File: config.mk
export PLATFORM = sky130hd
export DESIGN_NAME = multicycle_control_flat
export DESIGN_NICKNAME = d
export VERILOG_FILES = /design/src/rtl/multicycle_control_pkg.sv /design/src/rtl/multicycle_control_if.sv /design/src/rtl/multicycle_control.sv /design/src/flat_wrapper.sv
export SDC_FILE = /design/constraint.sdc
export NUM_CORES = 1
export LEC_CHECK = 0
export ABC_AREA = 1
export BUFFER_PORTS_ARGS = -buffer_cell sky130_fd_sc_hd__buf_2
export CORE_UTILIZATION = 42
export CTS_CLUSTER_DIAMETER = 150
export DETAILED_ROUTE_END_ITERATION = 12
export PLACE_DENSITY = 0.77
export REMOVE_ABC_BUFFERS = 1
export SLEW_MARGIN = 20
export SYNTH_ARGS = -nofsm -noshare
export SYNTH_HDL_FRONTEND = slang
export SYNTH_SLANG_ARGS = --single-unit
File: constraint.sdc
create_clock -name clk -period 1.2 [get_ports clk]
set_input_delay 0.06 -clock clk [delete_from_list [all_inputs] [get_ports clk]]
set_output_delay 0.06 -clock clk [all_outputs]
set_load 0.05 [all_outputs]
File: src/rtl/multicycle_control_pkg.sv
// Shared RV32I-subset definitions (the riscv_defs set) for the multi-cycle core.
// Holds opcode constants, control-FSM state encodings, alu_op codes and the
// datapath mux select codes. The ALU-control decoder imports the same alu_op codes.
package multicycle_control_pkg;

    // Opcodes (IR[6:0])
    localparam logic [6:0] OpcR      = 7'b0110011;
    localparam logic [6:0] OpcIAlu   = 7'b0010011;
    localparam logic [6:0] OpcLoad   = 7'b0000011;
    localparam logic [6:0] OpcStore  = 7'b0100011;
    localparam logic [6:0] OpcBranch = 7'b1100011;
    localparam logic [6:0] OpcJal    = 7'b1101111;

    // Control FSM states; encodings are visible on the debug state output
    typedef enum logic [3:0] {
        StFetch   = 4'd0,
        StDecode  = 4'd1,
        StMemAddr = 4'd2,
        StMemRd   = 4'd3,
        StMemWb   = 4'd4,
        StMemWr   = 4'd5,
        StExecR   = 4'd6,
        StExecI   = 4'd7,
        StAluWb   = 4'd8,
        StBranch  = 4'd9,
        StJal     = 4'd10
    } state_e;

    // alu_op codes
    localparam logic [1:0] AluOpAdd   = 2'b00;
    localparam logic [1:0] AluOpBr    = 2'b01;
    localparam logic [1:0] AluOpFunct = 2'b10;

    // mem_to_reg select
    localparam logic [1:0] WbAluOut = 2'b00;
    localparam logic [1:0] WbMdr    = 2'b01;
    localparam logic [1:0] WbPc     = 2'b10;

    // alu_src_a select
    localparam logic [1:0] SrcAPc    = 2'b00;
    localparam logic [1:0] SrcAOldPc = 2'b01;
    localparam logic [1:0] SrcARs1   = 2'b10;

    // alu_src_b select
    localparam logic [1:0] SrcBRs2   = 2'b00;
    localparam logic [1:0] SrcBFour  = 2'b01;
    localparam logic [1:0] SrcBImm   = 2'b10;

    // pc_source select
    localparam logic [1:0] PcSrcAlu    = 2'b00;
    localparam logic [1:0] PcSrcAluOut = 2'b01;

endpackage

File: src/rtl/multicycle_control_if.sv
// Control bundle between the multi-cycle control FSM and the shared datapath.
// master: the control FSM (drives control, observes opcode and mem_ready).
// slave:  the datapath/memory side.
interface multicycle_control_if;
    logic [6:0] opcode;
    logic       mem_ready;
    logic       pc_write;
    logic       pc_write_cond;
    logic       i_or_d;
    logic       mem_read;
    logic       mem_write;
    logic       ir_write;
    logic       reg_write;
    logic [1:0] mem_to_reg;
    logic [1:0] alu_src_a;
    logic [1:0] alu_src_b;
    logic [1:0] alu_op;
    logic [1:0] pc_source;
    logic       illegal;
    logic       instr_done;
    logic [3:0] state;

    modport master (
        input  opcode, mem_ready,
        output pc_write, pc_write_cond, i_or_d, mem_read, mem_write, ir_write,
               reg_write, mem_to_reg, alu_src_a, alu_src_b, alu_op, pc_source,
               illegal, instr_done, state
    );

    modport slave (
        output opcode, mem_ready,
        input  pc_write, pc_write_cond, i_or_d, mem_read, mem_write, ir_write,
               reg_write, mem_to_reg, alu_src_a, alu_src_b, alu_op, pc_source,
               illegal, instr_done, state
    );
endinterface

File: src/rtl/multicycle_control.sv
// Main control FSM of the multi-cycle RV32I-subset core.
// Sequences fetch/decode/execute/memory/writeback over the shared datapath and
// handshakes with a variable-latency memory port via mem_ready.
// Ports:
//   clk   - rising-edge clock
//   reset - synchronous, active-high; all outputs forced to 0 while high
//   bus   - master modport: opcode/mem_ready in, all datapath controls and
//           debug state out
module multicycle_control
    import multicycle_control_pkg::*;
(
    input  logic                 clk,
    input  logic                 reset,
    multicycle_control_if.master bus
);

    state_e state_q, state_d;

    always_ff @(posedge clk) begin
        if (reset) state_q <= StFetch;
        else       state_q <= state_d;
    end

    always_comb begin
        state_d            = state_q;
        bus.pc_write       = 1'b0;
        bus.pc_write_cond  = 1'b0;
        bus.i_or_d         = 1'b0;
        bus.mem_read       = 1'b0;
        bus.mem_write      = 1'b0;
        bus.ir_write       = 1'b0;
        bus.reg_write      = 1'b0;
        bus.mem_to_reg     = WbAluOut;
        bus.alu_src_a      = SrcAPc;
        bus.alu_src_b      = SrcBRs2;
        bus.alu_op         = AluOpAdd;
        bus.pc_source      = PcSrcAlu;
        bus.illegal        = 1'b0;
        bus.instr_done     = 1'b0;
        bus.state          = reset ? StFetch : state_q;

        // Reset masks every control so an abandoned instruction has no side effects
        if (!reset) begin
            unique case (state_q)
                StFetch: begin
                    bus.mem_read  = 1'b1;
                    bus.alu_src_b = SrcBFour;
                    // IR latch and PC+4 commit only when the fetch data arrives
                    bus.ir_write  = bus.mem_ready;
                    bus.pc_write  = bus.mem_ready;
                    if (bus.mem_ready) state_d = StDecode;
                end
                StDecode: begin
                    // Precompute branch/jump target into ALUOut
                    bus.alu_src_a = SrcAOldPc;
                    bus.alu_src_b = SrcBImm;
                    unique case (bus.opcode)
                        OpcLoad, OpcStore: state_d = StMemAddr;
                        OpcR:              state_d = StExecR;
                        OpcIAlu:           state_d = StExecI;
                        OpcBranch:         state_d = StBranch;
                        OpcJal:            state_d = StJal;
                        default: begin
                            bus.illegal = 1'b1;
                            state_d     = StFetch;
                        end
                    endcase
                end
                StMemAddr: begin
                    bus.alu_src_a = SrcARs1;
                    bus.alu_src_b = SrcBImm;
                    state_d = (bus.opcode == OpcLoad) ? StMemRd : StMemWr;
                end
                StMemRd: begin
                    bus.mem_read = 1'b1;
                    bus.i_or_d   = 1'b1;
                    if (bus.mem_ready) state_d = StMemWb;
                end
                StMemWb: begin
                    bus.reg_write  = 1'b1;
                    bus.mem_to_reg = WbMdr;
                    bus.instr_done = 1'b1;
                    state_d        = StFetch;
                end
                StMemWr: begin
                    bus.mem_write  = 1'b1;
                    bus.i_or_d     = 1'b1;
                    bus.instr_done = bus.mem_ready;
                    if (bus.mem_ready) state_d = StFetch;
                end
                StExecR: begin
                    bus.alu_src_a = SrcARs1;
                    bus.alu_src_b = SrcBRs2;
                    bus.alu_op    = AluOpFunct;
                    state_d       = StAluWb;
                end
                StExecI: begin
                    bus.alu_src_a = SrcARs1;
                    bus.alu_src_b = SrcBImm;
                    bus.alu_op    = AluOpFunct;
                    state_d       = StAluWb;
                end
                StAluWb: begin
                    bus.reg_write  = 1'b1;
                    bus.mem_to_reg = WbAluOut;
                    bus.instr_done = 1'b1;
                    state_d        = StFetch;
                end
                StBranch: begin
                    bus.alu_src_a     = SrcARs1;
                    bus.alu_src_b     = SrcBRs2;
                    bus.alu_op        = AluOpBr;
                    bus.pc_write_cond = 1'b1;
                    bus.pc_source     = PcSrcAluOut;
                    bus.instr_done    = 1'b1;
                    state_d           = StFetch;
                end
                StJal: begin
                    // PC already holds PC+4 from FETCH; that is the link value
                    bus.pc_write   = 1'b1;
                    bus.pc_source  = PcSrcAluOut;
                    bus.reg_write  = 1'b1;
                    bus.mem_to_reg = WbPc;
                    bus.instr_done = 1'b1;
                    state_d        = StFetch;
                end
                default: state_d = StFetch;
            endcase
        end
    end

endmodule

File: src/flat_wrapper.sv
// flat-port wrapper written by rule: the top's interface ports become plain ports
module multicycle_control_flat import multicycle_control_pkg::*;
  (clk, reset, bus_opcode, bus_mem_ready, bus_pc_write, bus_pc_write_cond, bus_i_or_d, bus_mem_read, bus_mem_write, bus_ir_write, bus_reg_write, bus_mem_to_reg, bus_alu_src_a, bus_alu_src_b, bus_alu_op, bus_pc_source, bus_illegal, bus_instr_done, bus_state);
  multicycle_control_if bus_i ();
  input  logic clk;
  input  logic reset;
  input wire logic [$bits(bus_i.opcode)-1:0] bus_opcode;
  input wire logic [$bits(bus_i.mem_ready)-1:0] bus_mem_ready;
  output wire logic [$bits(bus_i.pc_write)-1:0] bus_pc_write;
  output wire logic [$bits(bus_i.pc_write_cond)-1:0] bus_pc_write_cond;
  output wire logic [$bits(bus_i.i_or_d)-1:0] bus_i_or_d;
  output wire logic [$bits(bus_i.mem_read)-1:0] bus_mem_read;
  output wire logic [$bits(bus_i.mem_write)-1:0] bus_mem_write;
  output wire logic [$bits(bus_i.ir_write)-1:0] bus_ir_write;
  output wire logic [$bits(bus_i.reg_write)-1:0] bus_reg_write;
  output wire logic [$bits(bus_i.mem_to_reg)-1:0] bus_mem_to_reg;
  output wire logic [$bits(bus_i.alu_src_a)-1:0] bus_alu_src_a;
  output wire logic [$bits(bus_i.alu_src_b)-1:0] bus_alu_src_b;
  output wire logic [$bits(bus_i.alu_op)-1:0] bus_alu_op;
  output wire logic [$bits(bus_i.pc_source)-1:0] bus_pc_source;
  output wire logic [$bits(bus_i.illegal)-1:0] bus_illegal;
  output wire logic [$bits(bus_i.instr_done)-1:0] bus_instr_done;
  output wire logic [$bits(bus_i.state)-1:0] bus_state;
  assign bus_i.opcode = bus_opcode;
  assign bus_i.mem_ready = bus_mem_ready;
  assign bus_pc_write = bus_i.pc_write;
  assign bus_pc_write_cond = bus_i.pc_write_cond;
  assign bus_i_or_d = bus_i.i_or_d;
  assign bus_mem_read = bus_i.mem_read;
  assign bus_mem_write = bus_i.mem_write;
  assign bus_ir_write = bus_i.ir_write;
  assign bus_reg_write = bus_i.reg_write;
  assign bus_mem_to_reg = bus_i.mem_to_reg;
  assign bus_alu_src_a = bus_i.alu_src_a;
  assign bus_alu_src_b = bus_i.alu_src_b;
  assign bus_alu_op = bus_i.alu_op;
  assign bus_pc_source = bus_i.pc_source;
  assign bus_illegal = bus_i.illegal;
  assign bus_instr_done = bus_i.instr_done;
  assign bus_state = bus_i.state;
  multicycle_control u_core (.clk(clk), .reset(reset), .bus(bus_i));
endmodule
==> summary.md, run 1 <==
| Metric | Value |
|---|---|
| Core Rows | 12 |
| Xor and xnor area share after synthesis | 0% |
| Post-CTS setup buffer count | 9 |
| H-tree depth | 1 |
| Clk sinks | 4 |
| Simple-gate share of the synthesized area | a little under three fifths |
| Status | stopped before the end |
| Synth area leaders | nand2_1 (20%), nor2_1 (17%), dfxtp_1 (14%), inv_1 (10%), nand3_1 (3.5%) |
| Synthesis Warnings | 0 |
| Sequential-to-total area share from yosys stat | 13.9% |
| Syn avg cell area | 5.13 um^2 |
| Bufs on Longest Clock Path | 2 |
| Die outline width | 39.0 um |
| Detailed placer's ending HPWL | 1.52 mm |
| Halt Stage | clock tree synthesis |
| # hold bufs at CTS | 0 |
| CTS buffer count | 3 |
| Mapped cell area | between 500 and 600 um^2 |
| Err | [ERROR DPL-0038] Utilization greater than 100%, impossible to legalize |
| Yosys reg bits | 4 |
| Initial core utilization | about 48% |
| Post-synthesis mux area share | 0% |
| Top cell type by total area after synthesis | nand2_1 |
| # IOs | 33 |
| Complex-gate fraction of the synthesized area | 12.2% |
| Yosys top cell area share | between 10% and 20% |
| Largest family of logic cells by synthesized area | simple AND/OR/NAND/NOR gates |
| # port buffers | 31 |
| Die height | slightly below 40 um |
| Post-synthesis adder-cell area fraction | 0% |
| Cts repair resizes | 79 |
| Clk root buf | clkbuf_4 |
| Syn Inst Count | 112 |
| Synth cell types | 24 |
| GPL Wtd Cong | 0.860 |
## cell families after synthesis
family	count (synthesis)
buf+inv	23
compound gates	12
flops	4
simple gates	72
other cells	1
## synthesized netlist by cell type
cell type  count
a31oi_1        1
o22ai_1        2
inv_1         16
nand2_4        1
a21oi_1        3
a21oi_2        1
nand4_2        1
nor2_1        26
clkbuf_2       1
nor3_1         3
nand3_1        4
buf_2          1
buf_4          1
nand2_1       30
nor3_2         1
nor2_2         2
inv_2          4
o21ai_0        4
nor2_4         1
nand4_1        2
conb_1         1
o211ai_1       1
nor4_2         1
dfxtp_1        4
## through the flow
| stage | std cells | setup slack (ns) | hold slack, ns | instance area (um^2) |
|---|---|---|---|---|
| 3_3_place_gp | 175 | -0.0889 | 0.444 | 887 |
| 2_1_floorplan | 109 | -1.37 | 0.132 | 557 |
| 3_5_place_dp | 175 | -0.155 | 0.465 | 887 |
==> run 2, diff against run 1 <==
Settings changed: CORE_AREA set to 2 2 63 65, CORE_UTILIZATION 42 to not set, CTS_CLUSTER_DIAMETER 150 to not set, DIE_AREA set to 0 0 65 67, PLACE_DENSITY 0.77 to not set, PLACE_DENSITY_LB_ADDON set to 0.15.
==> summary.md, run 2 <==
| Metric | Value |
|---|---|
| CP endpoint kind | output pin |
| P_sw | around 0.36 mW |
| Sw Share | roughly 40% |
| Total congestion overflow | 0 |
| # hold bufs at CTS | 0 (unchanged) |
| GR peak layer | met2 |
| Most common cell in the netlist | nand2_1 |
| Total placed cells including tap cells | 209 (+19%) |
| Via density | 4.04 |
| Max-cap violations | 0 |
| GPL Wtd Cong | 0.704 (-18%) |
| Crit path max fanout | 6 |
| WL/cell | between 10 and 15 um |
| Core area | ~3600 um^2 |
| Bufs on Longest Clock Path | 2 (unchanged) |
| Peak Freq | ~660 MHz |
| Leading cell types in the layout, fill and taps excluded | buf_4 (32), nand2_1 (23), buf_6 (18) |
| Internal power | about 0.54 mW |
| Syn avg cell area | 5.13 um^2 (unchanged) |
| Post-layout minimum cycle time | ~1.5 ns |
| Crit-path max cell delay | 0.36 ns |
| Synth cell types | 24 (unchanged) |
| Number of flip-flops in the largest register | 4 |
| Crit Path Class | reg2out |
| GR Util met1 | 11.3% |
| Detailed placer's ending HPWL | 1.78 mm (+17%) |
| Layout cells sized above 1 | 65.3% |
| Worst-skew pair later-pin latency | around 0.22 ns |
| Setup tns final | -3.42 ns |
| Largest Register | u_core.state_q |
| Gr usage total | 10.2% |
| Initial core utilization | 15.9% (-32 points) |
| Final hold vios | 0 |
| CTS tree | yes |
| CP arrival | 1.45 ns |
| GRT met2 Usage | 18.4% |
| # port buffers | 31 (unchanged) |
| Number of flops mapped to enable cells by yosys | 0 (unchanged) |
| Top cell type by total area after synthesis | nand2_1 |
| Die outline width | 65 um (+67%) |
| Worst path cell trace | nor2_2, nand2_2, nor2_2, inv_2, o21ai_0, buf_4 |
| Synth area leaders | nand2_1 (20%), nor2_1 (17%), dfxtp_1 (14%), inv_1 (10%), nand3_1 (3.5%) |
| CTS buffer count | 3 (unchanged) |
| # IOs | 33 (unchanged) |
| Synthesis Warnings | 0 (unchanged) |
| Most common cell after layout, fill and taps aside | buf_4 |
| Via count | 905 |
| Status | finished, violations left |
| Largest registers | u_core.state_q: 4 flops |
| Placed cell areas | 930 um^2 (+4.8%) |
| Pins Over Slew Limit | 0 |
| Routed Antenna Nets | 0 |
| Initial DRC Count | 22 |
| Most frequent cells after synthesis | nand2_1 (30), nor2_1 (26), inv_1 (16) |
| Primary FF master, synth | dfxtp_1 |
| Sequential-to-total area share from yosys stat | 13.9% (unchanged) |
| Crit path top cell by count | nor2_2 |
| Register clock-pin slew on the reported worst setup and hold paths | 0.03 ns |
| Reg2reg setup slack | -0.08 ns |
| Skew final | around 0.00034 ns |
| P per Cell Area | 624 nW/um^2 |
| Clk root buf | clkbuf_8 |
| Layout area overhead | 151% |
| Mapped cell area | 574 um^2 (unchanged) |
| Met3 track demand over resource | ~2.0% |
| Leak Pwr | 0.714 nW |
| Die height | 67 um (+72%) |
| Drt first pass iters | 4 |
| Failing checks | setup timing |
| Max IR drop VDD | 0.199 mV |
| Pwr Total | 0.901 mW |
| Largest net degree at the start of global routing | 10 |
| # diodes | 0 |
| Yosys top cell area share | 19.6% (unchanged) |
| Clk sinks | 4 (unchanged) |
| Setup ws final | -0.315 ns |
| Fin crit share | 126% |
| Syn Inst Count | 112 (unchanged) |
| Asr flop ratio synth | 0% (unchanged) |
| Fin util | 40.0% |
| First-pass GRT wire length | 3.39 mm |
| Combinational group share of total power | 52.1% |
| Post-route DRC | 0 |
| Worst setup SP type | flop |
| Sequential share of power | 16.2% |
| Setup Viol. Count Final | 22 |
| H-tree depth | 1 (unchanged) |
| Finished Layout Cells | about 220 |
| Routed WL | 2.36 mm |
| Initial antenna violation count | 0 |
| Yosys reg bits | 4 (unchanged) |
| Design area | between 1000 and 1500 um^2 |
| Core Rows | 22 (+10) |
| RSZ-0062 raised after global routing | yes |
| Vias in the first global route | 787 |
| Worst Path Required | approximately 1.1 ns |
| Worst Hold Class | in2reg |
| Slowest-stage cell, CP | dfxtp_4 |
| Final net count | 188 |
| Layout fillers | 360 |
| Die footprint | 4360 um^2 |
| Clk network pwr share | 31.6% |
## run 2: cell counts after synthesis
No cell type changed its count.
## run 2: final timing paths
kind                                         from                 to  cells after the start
worst max register to register  u_core.state_q[2]  u_core.state_q[3]                      8
worst max-delay path            u_core.state_q[1]       bus_pc_write                      6
worst min register to register  u_core.state_q[1]  u_core.state_q[1]                      4
worst min-delay path                bus_mem_ready  u_core.state_q[0]                      4
## run 2: critical path: cells and delay by family (launching register included)
kind | cells | cell delay, ns
buffers and inverters | 2 | 0.31
AO/OA/AOI/OAI | 1 | 0.21
flip-flops | 1 | 0.36
AND/OR/NAND/NOR | 3 | 0.35
## run 2: power by group through the flow
stage          logic, mW  registers [mW]  clock network (mW)
2_1_floorplan      0.208           0.148                   0
3_3_place_gp       0.333           0.147                   0
3_5_place_dp       0.333           0.147                   0
4_1_cts            0.386           0.144               0.292
5_1_grt            0.500           0.147               0.297
6_report           0.470           0.146               0.285
## run 2: area by class of cell
type / count / area (um^2) / share of cell area, %
multi-input cells: 85 / 588 / 40.8
repair buffers: 64 / 573 / 39.7
flip-flops and latches: 4 / 92.6 / 6.42
inverters: 20 / 87.6 / 6.07
well taps: 48 / 60.1 / 4.16
clock buffers: 3 / 41.3 / 2.86
## run 2: layer usage
layer  share of wire, %  up-vias
met5                  0        -
met4                  0        0
met3                5.9        0
met2                 54       31
met1                 41      395
li1                   -      479
## run 2: cell families after synthesis
family                 count (synthesis)  share of synthesized area [%]
and+or+nand+nor                       72                           57.1
buffers and inverters                 23                           16.1
AOI/OAI and AO/OA                     12                           12.2
DFF                                    4                           13.9
other                                  1                          0.653
## run 2: through the flow
step	hold WS (ns)	setup slack [ns]
detailed placement	0.386	-0.120
CTS	0.150	-0.216
finish	0.163	-0.315
floorplan	0.132	-1.37
global placement	0.386	-0.114
global route	0.186	-0.433
## run 2: timing repair
item	4_1_cts	5_1_grt
setup endpoints to repair	26	25
pin swaps	1	19
gates resized for setup	46	66
buffers inserted	3	13
(Power assumes the default switching activity.)
==> run 3, diff against run 2 <==
Settings changed: SKIP_CTS_REPAIR_TIMING set to 1.
==> summary.md, run 3 (synthesis results as in run 2) <==
| Metric | Value |
|---|---|
| CTS buffer count | 3 (unchanged) |
| Vias in the first global route | 750 (-4.7%) |
| Worst Hold Class | in2reg |
| Status | finished, violations left |
| WL/cell | 10.1 um (-3.6%) |
| Core Rows | 22 (unchanged) |
| P per Cell Area | 659 nW/um^2 (+5.5%) |
| Worst r2r src | u_core.state_q[1] |
| RSZ-0062 raised after global routing | yes |
| Initial core utilization | 15.9% (unchanged) |
| Reg2reg setup slack | 0 ns (+0.08 ns) |
| Bufs on Longest Clock Path | 2 (unchanged) |
| Drt first pass iters | 4 (unchanged) |
| R2R depth | 8 (unchanged) |
| Via density | 4.06 (+0.37%) |
| Peak Freq | 697 MHz (+5.6%) |
| # port buffers | 31 (unchanged) |
| Die outline width | 65 um (unchanged) |
| CP endpoint kind | output pin |
| Fin crit share | 120% (-6.7 points) |
| Die footprint | 4360 um^2 (unchanged) |
| Layout area overhead | 132% |
| CP arrival | 1.37 ns (-0.08 ns) |
| Core area | 3610 um^2 (unchanged) |
| Crit path max fanout | 6 (unchanged) |
| Pins Over Slew Limit | 0 (unchanged) |
| Initial DRC Count | 13 (-41%) |
| Routed Antenna Nets | 0 (unchanged) |
| Final hold vios | 0 (unchanged) |
| Skew final | 0.000972 ns (+0.000634 ns) |
| Gr usage total | 9.95% (-0.21 points) |
| Clk root buf | clkbuf_8 |
| Max IR drop VDD | 0.187 mV (-6.1%) |
| Initial antenna violation count | 0 (unchanged) |
| RR Endpoint | u_core.state_q[2] |
| Crit Path Class | reg2out |
| Layout fillers | 384 (+6.7%) |
| Leading cell types in the layout, fill and taps excluded | buf_4 (29), nand2_1 (25), buf_6 (17) |
| Total placed cells including tap cells | 209 (unchanged) |
| H-tree depth | 1 (unchanged) |
| Largest registers | u_core.state_q: 4 flops |
| # IOs | 33 (unchanged) |
| Die height | 67 um (unchanged) |
| Post-route DRC | 0 (unchanged) |
| # diodes | 0 (unchanged) |
| Routed WL | 2.21 mm (-6.2%) |
| Worst Path Required | 1.14 ns (about the same) |
| Largest Register | u_core.state_q |
| Worst-skew pair later-pin latency | 0.22 ns (about the same) |
| Leak Pwr | 0.672 nW (-5.9%) |
| Worst setup SP type | flop |
| Total congestion overflow | 0 (unchanged) |
| Hold path depth | 4 (unchanged) |
| Final net count | 182 (-3.2%) |
| Post-layout minimum cycle time | 1.43 ns (-0.0807 ns) |
| Setup Viol. Count Final | 19 (-14%) |
| Max-cap violations | 0 (unchanged) |
| Fin util | 37.0% (-3.1 points) |
| Pwr Total | 0.878 mW (-2.5%) |
| Design area | 1330 um^2 (-7.6%) |
| Min-delay src | bus_mem_ready |
| Number of flip-flops in the largest register | 4 (unchanged) |
| Failing checks | setup timing |
| First-pass GRT wire length | 3.33 mm (-1.8%) |
| Register clock-pin slew on the reported worst setup and hold paths | 0.03 ns (about the same) |
| Most common cell after layout, fill and taps aside | buf_4 |
| Setup ws final | -0.234 ns (+0.0807 ns) |
| Detailed placer's ending HPWL | 1.78 mm (unchanged) |
| Placed cell areas | 930 um^2 (unchanged) |
| Hold Crit Endpoint | u_core.state_q[0] |
| GPL Wtd Cong | 0.704 (unchanged) |
| Setup tns final | -2.17 ns (+1.25 ns) |
| Largest net degree at the start of global routing | 10 (unchanged) |
| CTS tree | yes |
| Finished Layout Cells | 218 (-2.7%) |
| Layout cells sized above 1 | 61.2% (-4.2 points) |
| Via count | 884 (-2.3%) |
| Clk sinks | 4 (unchanged) |
==> run 3: cell types whose count changed in the layout (fill, tap and decap cells not counted), sizes merged <==
cell / previous run / this run
inv: 19 / 20
clkinv: 1 / 0
buf: 64 / 57
clkbuf: 3 / 4
==> run 3: worst max-delay path by stage <==
stage / to / slack [ns] / depth (start not counted) / start
final: bus_pc_write / -0.23 / 6 / u_core.state_q[1]
after global placement: bus_instr_done / -0.11 / 7 / u_core.state_q[2]
after floorplan: bus_pc_write / -1.37 / 5 / u_core.state_q[3]
after global routing: bus_pc_write / -0.34 / 6 / u_core.state_q[1]
after detailed placement: bus_instr_done / -0.12 / 7 / u_core.state_q[2]
after CTS: bus_instr_done / -0.36 / 7 / u_core.state_q[2]
==> run 3: power breakdown <==
group | total, mW | internal (mW) | switching [mW]
sequential | 0.146 | 0.138 | 0.00864
clock | 0.288 | 0.214 | 0.0736
combinational | 0.444 | 0.174 | 0.270
total | 0.878 | 0.526 | 0.352
==> run 3: worst max-delay path, cell delays in order (launching register included) <==
cell and delay (ns):
dfxtp_4 0.37, nor2_2 0.13, nand2_2 0.08, nor2_2 0.11, inv_2 0.06, o21ai_0 0.16, buf_4 0.23
==> run 3: routing by layer <==
layer	part of all wire (%)	global-route usage (%)	vias to the layer above
met1	41	11.6	386
met5	0	0	-
met4	1.9	4.79	0
met3	5.4	1.86	5
li1	-	-	463
met2	51	17.4	30
==> run 3: metrics by stage <==
step,hold slack (ns),worst slack [ns]
floorplan,0.132,-1.37
global placement,0.386,-0.114
detailed placement,0.386,-0.120
CTS,0.159,-0.359
global route,0.187,-0.338
finish,0.156,-0.234
==> run 3: cell type report <==
type / count / area (um^2) / area share (%)
inverter: 20 / 87.6 / 6.57
timing repair buffer: 58 / 497 / 37.3
multi-input combinational: 85 / 554 / 41.6
sequential: 4 / 92.6 / 6.95
clock buffer: 3 / 41.3 / 3.10
tap: 48 / 60.1 / 4.51
==> run 4, diff against run 3 <==
Clock period 1.2 ns to 1.6 ns, I/O delays scaled along.
==> summary.md, run 4 (synthesis results as in run 2) <==
| Metric | Value |
|---|---|
| Status | complete, no violations |
| Placed cell areas | 779 um^2 (-16%) |
| Number of flip-flops in the largest register | 4 (unchanged) |
| WL/cell | 9.33 um (-8.0%) |
| Gr usage total | 8.43% (-1.5 points) |
| Met2 Wirelength | 820 um (-28%) |
| Die height | 67 um (unchanged) |
| Via density | 4.04 (-0.46%) |
| RSZ-0062 raised after global routing | yes |
| Crit path capture | bus_illegal |
| Largest net degree at the start of global routing | 16 (+6) |
| Worst-skew pair later-pin latency | 0.21 ns (about the same) |
| Die outline width | 65 um (unchanged) |
| Hold WS | 0.176 ns (+0.0201 ns) |
| Drt first pass iters | 4 (unchanged) |
| Initial antenna violation count | 0 (unchanged) |
| Top layer in use | met4 |
| Fin crit share | slightly below 100% |
| Final hold vios | 0 (unchanged) |
| Max-cap violations | 0 (unchanged) |
| R2R depth | 7 (-1) |
| CTS tree | yes |
| Total congestion overflow | 0 (unchanged) |
| Final net count | 156 (-14%) |
| Initial DRC Count | 28 (+15) |
| Peak Freq | 648 MHz |
| Largest registers | u_core.state_q: 4 flops |
| Design area | 848 um^2 (-36%) |
| Via count | 775 (-12%) |
| Routed Antenna Nets | 0 (unchanged) |
| Worst r2r src | u_core.state_q[2] |
| M1 wire length | 823 um (-9.8%) |
| Pins Over Slew Limit | 0 (unchanged) |
| Setup tns final | 0 ns (+2.17 ns) |
| H-tree depth | 1 (unchanged) |
| Die footprint | 4360 um^2 (unchanged) |
| Max IR drop VDD | 0.120 mV (-36%) |
| # port buffers | 31 (unchanged) |
| Leak Pwr | 0.470 nW (-30%) |
| Leading cell types in the layout, fill and taps excluded | nand2_1 (29), nor2_1 (24), buf_2 (24) |
| Post-layout minimum cycle time | 1.54 ns |
| Vias in the first global route | 676 (-9.9%) |
| Register clock-pin slew on the reported worst setup and hold paths | 0.03 ns (about the same) |
| Worst Hold Class | in2reg |
| Bufs on Longest Clock Path | 2 (unchanged) |
| # IOs | 33 (unchanged) |
| Pre-CTS WS | 0.179 ns (+0.299 ns) |
| Setup Viol. Count Final | 0 (-19) |
| Post-route DRC | 0 (unchanged) |
| Crit Path Class | reg2out |
| Layout area overhead | 47.7% |
| Clk sinks | 4 (unchanged) |
| P per Cell Area | 633 nW/um^2 (-3.9%) |
| Fin util | 23.5% (-13 points) |
| CP endpoint kind | output pin |
| CP arrival | 1.46 ns (+0.09 ns) |
| Core Rows | 22 (unchanged) |
| Largest Register | u_core.state_q |
| Routed WL | 1.79 mm (-19%) |
| Detailed placer's ending HPWL | 1.55 mm (-13%) |
| GPL Wtd Cong | 0.724 (+2.9%) |
| CTS buffer count | 3 (unchanged) |
| Core area | 3610 um^2 (unchanged) |
| # diodes | 0 (unchanged) |
| Worst setup SP type | flop |
| First-pass GRT wire length | 2.91 mm (-12%) |
| Most common cell after layout, fill and taps aside | nand2_1 |
| Reg2reg setup slack | 0.40 ns (+0.40 ns) |
| Skew final | 0.000940 ns (-0.0000318 ns) |
| Crit path max fanout | 5 (-1) |
| Setup ws final | 0.0562 ns (+0.290 ns) |
| Worst Setup SP | u_core.state_q[0] |
| Initial core utilization | 15.9% (unchanged) |
| Clk root buf | clkbuf_8 |
| RR Endpoint | u_core.state_q[2] |
| Worst Path Required | 1.52 ns (+0.38 ns) |
| Met3 wire len | 133 um (+12%) |
| Layout cells sized above 1 | 36.8% (-24 points) |
==> run 4: worst min-delay path by stage <==
stage | startpoint | cells past startpoint | slack (ns) | end
2_1_floorplan | reset | 1 | 0.15 | u_core.state_q[3]
3_3_place_gp | bus_mem_ready | 4 | 0.41 | u_core.state_q[1]
3_5_place_dp | bus_mem_ready | 4 | 0.40 | u_core.state_q[0]
4_1_cts | bus_mem_ready | 4 | 0.18 | u_core.state_q[0]
5_1_grt | bus_mem_ready | 4 | 0.19 | u_core.state_q[1]
6_report | bus_mem_ready | 4 | 0.18 | u_core.state_q[0]
==> run 4: final cells by class <==
class,instances,area (um^2)
clock buffer,3,41.3
inverter,20,75.1
fill,434,2760
timing repair buffer,32,180
sequential,4,82.6
multi-input combinational,85,409
tap,48,60.1
==> run 4: where the power goes <==
part / total, mW / switching [mW] / internal [mW]
Combinational: 0.217 / 0.160 / 0.0571
Clock: 0.209 / 0.0488 / 0.160
Sequential: 0.112 / 0.00568 / 0.106
==> run 4: metal layers <==
metal / global-route usage, % / vias up
met5: 0 / -
met1: 10.9 / 332
li1: - / 410
met4: 3.19 / 0
met3: 1.35 / 2
met2: 13.9 / 31
==> run 4: stage by stage <==
stage	std cells	total power, mW
global route	192	0.566
detailed placement	189	0.324
CTS	192	0.536
global placement	189	0.323
floorplan	109	0.267
finish	192	0.537
==> run 4: critical path, cell delays in order, from the launching register on <==
cell     delay, ns
dfxtp_2       0.35
inv_2         0.06
nor2_2        0.10
inv_2         0.09
nor2_4        0.13
inv_2         0.07
nor4_2        0.21
buf_4         0.24
